**config.mk**
```make
export PLATFORM = sky130hd
export DESIGN_NAME = uart_tx_arbiter
export DESIGN_NICKNAME = d
export VERILOG_FILES = /design/src/rtl/uart_pkg.sv /design/src/rtl/rr_pick.sv /design/src/rtl/uart_tx_arbiter.sv
export SDC_FILE = /design/constraint.sdc
export NUM_CORES = 1
export LEC_CHECK = 0
export CAP_MARGIN = 15
export CORE_ASPECT_RATIO = 1.4
export CORE_UTILIZATION = 39
export DETAILED_ROUTE_END_ITERATION = 8
export PLACE_DENSITY = 0.74
export REMOVE_ABC_BUFFERS = 1
export SLEW_MARGIN = 20
export SYNTH_ARGS = -nofsm -noshare
export SYNTH_HDL_FRONTEND = slang
export SYNTH_SLANG_ARGS = --single-unit
```
**constraint.sdc**
```tcl
create_clock -name PCLK -period 1.79 [get_ports PCLK]
set_clock_uncertainty 0.2 [all_clocks]
set_input_delay 0.537 -clock PCLK [delete_from_list [all_inputs] [get_ports PCLK]]
set_output_delay 0.537 -clock PCLK [all_outputs]
set_load 0.02 [all_outputs]
```
**src/rtl/uart_pkg.sv**
```systemverilog
// Shared types and defaults for the UART transmit arbiter.
package uart_pkg;

  typedef enum logic [1:0] {
    IDLE      = 2'd0,
    LAUNCH    = 2'd1,
    WAIT_BUSY = 2'd2,
    WAIT_DONE = 2'd3
  } arb_state_e;

  localparam int UART_WIDTH_DEF   = 8;
  localparam int UART_BUSY_TO_DEF = 16;

endpackage

```
**src/rtl/rr_pick.sv**
```systemverilog
// Combinational round-robin selector: first set req bit at or above ptr, wrapping modulo N.
module rr_pick #(
  parameter int N  = 2,
  parameter int IW = $clog2(N)
) (
  input  logic [N-1:0]  req,
  input  logic [IW-1:0] ptr,
  output logic          vld,
  output logic [IW-1:0] sel
);

  logic [IW:0] idx;

  // Walk from the farthest candidate back to ptr so the nearest set bit wins.
  always_comb begin
    vld = 1'b0;
    sel = '0;
    idx = '0;
    for (int k = N - 1; k >= 0; k--) begin
      idx = {1'b0, ptr} + (IW + 1)'(k);
      if (idx >= (IW + 1)'(N)) idx = idx - (IW + 1)'(N);
      if (req[idx[IW-1:0]]) begin
        vld = 1'b1;
        sel = idx[IW-1:0];
      end
    end
  end

endmodule

```
**src/rtl/uart_tx_arbiter.sv**
```systemverilog
// Round-robin sharing of one UART transmitter between NREQ byte producers, with busy-ack timeout.
// Define UART_TX_ARB_LOCK_EN to add the per-requester lock input for contiguous multi-byte messages.
module uart_tx_arbiter
  import uart_pkg::*;
#(
  parameter int NREQ    = 2,
  parameter int WIDTH   = UART_WIDTH_DEF,
  parameter int BUSY_TO = UART_BUSY_TO_DEF
) (
  input  logic                    PCLK,
  input  logic                    PRESETn,
  input  logic [NREQ-1:0]         req,
  input  logic [NREQ*WIDTH-1:0]   req_data,
`ifdef UART_TX_ARB_LOCK_EN
  input  logic [NREQ-1:0]         lock,
`endif
  output logic [NREQ-1:0]         ack,
  output logic [WIDTH-1:0]        tx_data,
  output logic                    tx_valid,
  input  logic                    tx_busy,
  output logic [$clog2(NREQ)-1:0] active_id,
  output logic                    to_err
);

  localparam int IW = $clog2(NREQ);
  localparam int CW = $clog2(BUSY_TO);
  localparam logic [CW-1:0] CNT_LAST = CW'(BUSY_TO - 1);

  arb_state_e      state_q, state_d;
  logic [IW-1:0]   ptr_q, ptr_d, id_q, id_d;
  logic [CW-1:0]   cnt_q, cnt_d, cnt_inc;
  logic [WIDTH-1:0] data_q, data_d;
  logic            valid_q, valid_d, err_q, err_d;
  logic [NREQ-1:0] ack_q, ack_d;
  logic [IW-1:0]   ptr_inc, ptr_done, pick_sel, grant_sel;
  logic            pick_vld, grant_vld;

  rr_pick #(.N(NREQ), .IW(IW)) u_pick (
    .req (req),
    .ptr (ptr_q),
    .vld (pick_vld),
    .sel (pick_sel)
  );

  assign ptr_inc = (id_q == IW'(NREQ - 1)) ? '0 : id_q + 1'b1;
  assign cnt_inc = (cnt_q == CNT_LAST) ? cnt_q : cnt_q + 1'b1;

`ifdef UART_TX_ARB_LOCK_EN
  logic lkhold_q, lkhold_d, lkbrk_q, lkbrk_d, grant_lock;

  // A honoured lock re-grants the last owner and leaves the pointer where it was.
  always_comb begin
    grant_lock = !lkbrk_q && req[id_q] && lock[id_q];
    grant_vld  = grant_lock || pick_vld;
    grant_sel  = grant_lock ? id_q : pick_sel;
    ptr_done   = lkhold_q ? ptr_q : ptr_inc;
  end
`else
  always_comb begin
    grant_vld = pick_vld;
    grant_sel = pick_sel;
    ptr_done  = ptr_inc;
  end
`endif

  always_comb begin
    state_d = state_q;
    ptr_d   = ptr_q;
    id_d    = id_q;
    cnt_d   = cnt_q;
    data_d  = data_q;
    valid_d = 1'b0;
    ack_d   = '0;
    err_d   = 1'b0;
`ifdef UART_TX_ARB_LOCK_EN
    lkhold_d = lkhold_q;
    lkbrk_d  = lkbrk_q;
`endif
    unique case (state_q)
      IDLE: begin
        if (!tx_busy && grant_vld) begin
          data_d         = req_data[grant_sel*WIDTH +: WIDTH];
          id_d           = grant_sel;
          valid_d        = 1'b1;
          ack_d[grant_sel] = 1'b1;
          state_d        = LAUNCH;
`ifdef UART_TX_ARB_LOCK_EN
          lkhold_d = grant_lock;
          lkbrk_d  = 1'b0;
`endif
        end
      end
      LAUNCH: begin
        cnt_d   = '0;
        state_d = WAIT_BUSY;
      end
      WAIT_BUSY: begin
        if (tx_busy) begin
          state_d = WAIT_DONE;
        end else begin
          cnt_d = cnt_inc;
          // The byte is abandoned: no second ack, rotation continues.
          if (cnt_inc == CNT_LAST) begin
            err_d   = 1'b1;
            ptr_d   = ptr_inc;
            state_d = IDLE;
`ifdef UART_TX_ARB_LOCK_EN
            lkbrk_d = 1'b1;
`endif
          end
        end
      end
      WAIT_DONE: begin
        if (!tx_busy) begin
          ptr_d   = ptr_done;
          state_d = IDLE;
        end
      end
    endcase
  end

  always_ff @(posedge PCLK or negedge PRESETn) begin
    if (!PRESETn) begin
      state_q <= IDLE;
      ptr_q   <= '0;
      id_q    <= '0;
      cnt_q   <= '0;
      data_q  <= '0;
      valid_q <= 1'b0;
      ack_q   <= '0;
      err_q   <= 1'b0;
`ifdef UART_TX_ARB_LOCK_EN
      lkhold_q <= 1'b0;
      lkbrk_q  <= 1'b0;
`endif
    end else begin
      state_q <= state_d;
      ptr_q   <= ptr_d;
      id_q    <= id_d;
      cnt_q   <= cnt_d;
      data_q  <= data_d;
      valid_q <= valid_d;
      ack_q   <= ack_d;
      err_q   <= err_d;
`ifdef UART_TX_ARB_LOCK_EN
      lkhold_q <= lkhold_d;
      lkbrk_q  <= lkbrk_d;
`endif
    end
  end

  assign ack       = ack_q;
  assign tx_data   = data_q;
  assign tx_valid  = valid_q;
  assign active_id = id_q;
  assign to_err    = err_q;

endmodule

```
==> reports/results.txt <==
status = finished clean
dpl cells = 157
Synth area leader = dfrtp_1
final setup violating endpoints = 0
Skew-Pair Late Insertion Delay = 0.29 ns
commonest non-fill, non-tap cell in the layout = dfrtp_1
R2R Setup Slk = 0.08 ns
initial antenna violation count = 0
Worst Setup Start Kind = register
Longest Clk Path Bufs = 2
global placement routability congestion = 0.8146
clk sinks = 20
worst reg2reg endpoint = ptr_q$_DFFE_PN0P_
layout cells sized above 1 = 0.2270
Place WS = -0.3924 ns
VDD IR max = 0.9078 mV
antenna viol nets, final = 0
Min-Delay Path Class = reg -> reg
number of detailed-route iterations in the first pass = 4
hold path start = tx_data[3]$_DFFE_PN0P_
initial core utilization = 0.4261
grt total ovfl = 0
Die Wd = 43.93 um
WHS = 0.3063 ns
Num CTS Buffers = 3
Slowest-stage cell, CP = dfrtp_1
largest net degree at the start of global routing = 21
# rows = 20
Max stage delay on crit path = 0.41 ns
final setup TNS = 0 ns
Max Freq = 0.5746 GHz
Non-Filler Instances = 163
top post-synthesis cells by area = dfrtp_1 (52%), mux2i_1 (9.4%), nand2_1 (5.1%)
# DRC = 0
Min-Delay Path Depth = 2
die area = 2666 um2
average wire per standard cell = 14.33 um
Post-Syn Area = 959.7 um2
Mapped Avg Cell Area = 10.10 um2
# diodes = 0
period utilization = 0.9723
Slew @ Worst Pin = 0.2482 ns
Final Slew Violations = 0
final net count = 164
vias per cell = 5.362
Critical Path AT = 1.00 ns
Die Ht = 60.70 um
TritonCTS clock tree = done
synthesized instance count = 95
via count = 874
Worst setup EP type = output port
most frequent cells in the layout = dfrtp_1 (20), clkdlybuf4s50_1 (17), nand2_1 (13), buf_4 (11)
crit path to = tx_data[2]
share of the synthesized area in the top cell type = 0.5215
drt total wl = 2.336 mm
worst r2r src = cnt_q[1]$_DFFE_PN0P_
number of max-cap violations = 0
Final WS setup = 0.04960 ns
Pleak = 0.7296 nW
RSZ-0062 raised after global routing = true
cells along the critical path = clkdlybuf4s15_1
crit path time final = 1.740 ns
worst-path fanout max = 2
Reg2Reg Depth = 6
Max-Slew Margin vs Limit = 0.8345
port buffer count = 33
clk slew on worst S/H paths = 0.11 ns
WP data required = 1.05 ns
delay-heaviest family, CP = flip-flops
Fin. Hold Viols = 0
sequential element share of the synthesized area = 0.5215
Cell Pwr Density = 1273 nW/um2
Final HPWL DP = 1.648 mm
core region area = 2252 um2
crit path kind = reg -> out
drt first-iter violations = 5
htree depth = 1
Layout area overhead = 53.72%
CTS root buf = clkbuf_4
I/O Pins = 34
first-pass GRT wire length = 3.884 mm
CP startpoint = tx_data[2]$_DFFE_PN0P_
CP Buf/Inv Count = 1
Yosys reg bits = 20
gr usage total = 0.1975
cell depth of the worst setup path = 1
Yosys warning count = 0
post-synth cell types = 31
number of global-route vias before repair = 928
-- where the power goes --
group          switching (mW)  internal (mW)
clock                   0.132          0.124
sequential              0.123          0.608
combinational           0.472          0.419
total                   0.728           1.15
-- Yosys cell counts --
cell type,count
nor2_4,1
o31ai_1,1
nor2b_1,3
a21o_1,1
clkbuf_1,1
inv_2,1
nand4_1,1
or4_4,1
mux2i_1,9
inv_1,7
mux2_2,1
ha_1,1
and4_1,1
and2_1,1
o21ai_1,8
a211oi_1,1
nand2_1,13
dfrtp_1,20
nand3_1,1
a31oi_1,2
nor4_1,1
o2bb2ai_1,1
buf_2,2
xor2_1,1
o21ai_0,3
nor3_1,1
a21oi_1,2
o22ai_1,1
buf_6,2
nor2_1,5
a311oi_1,1
-- what timing repair did --
item                                   4_1_cts  5_1_grt
gates cloned                                 1        1
resized for setup                           17       22
endpoints found under the hold margin        0        0
setup endpoints to repair                   24       19
pin swaps                                    0        6
buffers inserted                             0        0
hold buffers                                 0        0
-- worst min path at each step --
stage,endpoint,slack (ns)
floorplan,ack[0]$_DFF_PN0_,0.04
global placement,tx_data[6]$_DFFE_PN0P_,0.27
detailed placement,tx_data[4]$_DFFE_PN0P_,0.28
CTS,ptr_q$_DFFE_PN0P_,0.31
global route,ptr_q$_DFFE_PN0P_,0.31
finish,tx_data[3]$_DFFE_PN0P_,0.31
-- sequential cells by signal (all words and copies together) (netlist names) --
| signal | cells |
|---|---|
| state_q | 2 |
| cnt_q | 4 |
| ack | 2 |
| tx_data | 8 |
| ptr_q | 1 |
| to_err | 1 |
| active_id | 1 |
| tx_valid | 1 |
-- through the flow --
| stage | util | cell area [um2] | power, mW |
|---|---|---|---|
| final | 0.6550 | 1475 | 1.878 |
| after floorplan | - | 923.4 | 1.163 |
| after CTS | 0.6294 | 1418 | 1.826 |
| after global routing | 0.6550 | 1475 | 2.014 |
| after global placement | 0.6089 | 1371 | 1.584 |
| after detailed placement | 0.6089 | 1371 | 1.616 |
-- layout make-up --
| type | count | area, um2 |
|---|---|---|
| multi-input combinational | 64 | 459.2 |
| clock buffer | 4 | 36.28 |
| fill | 202 | 777.0 |
| tap | 22 | 27.53 |
| timing repair buffer | 45 | 421.7 |
| inverter | 8 | 30.03 |
| sequential | 20 | 500.5 |
-- cells by family after synthesis --
group	synth area share
compound gates	0.1291
xor+xnor	0.009128
fa+ha+maj	0.01304
buf+inv	0.06910
flops	0.5215
mux	0.1056
simple gates	0.1526
-- per-layer routing --
layer	global-route usage	wire length (um)
met3	0.02976	83
met2	0.3646	1282
met4	0.07792	12
met1	0.2274	957
met5	0	0
No activity file was read; power rests on OpenSTA's default activity.
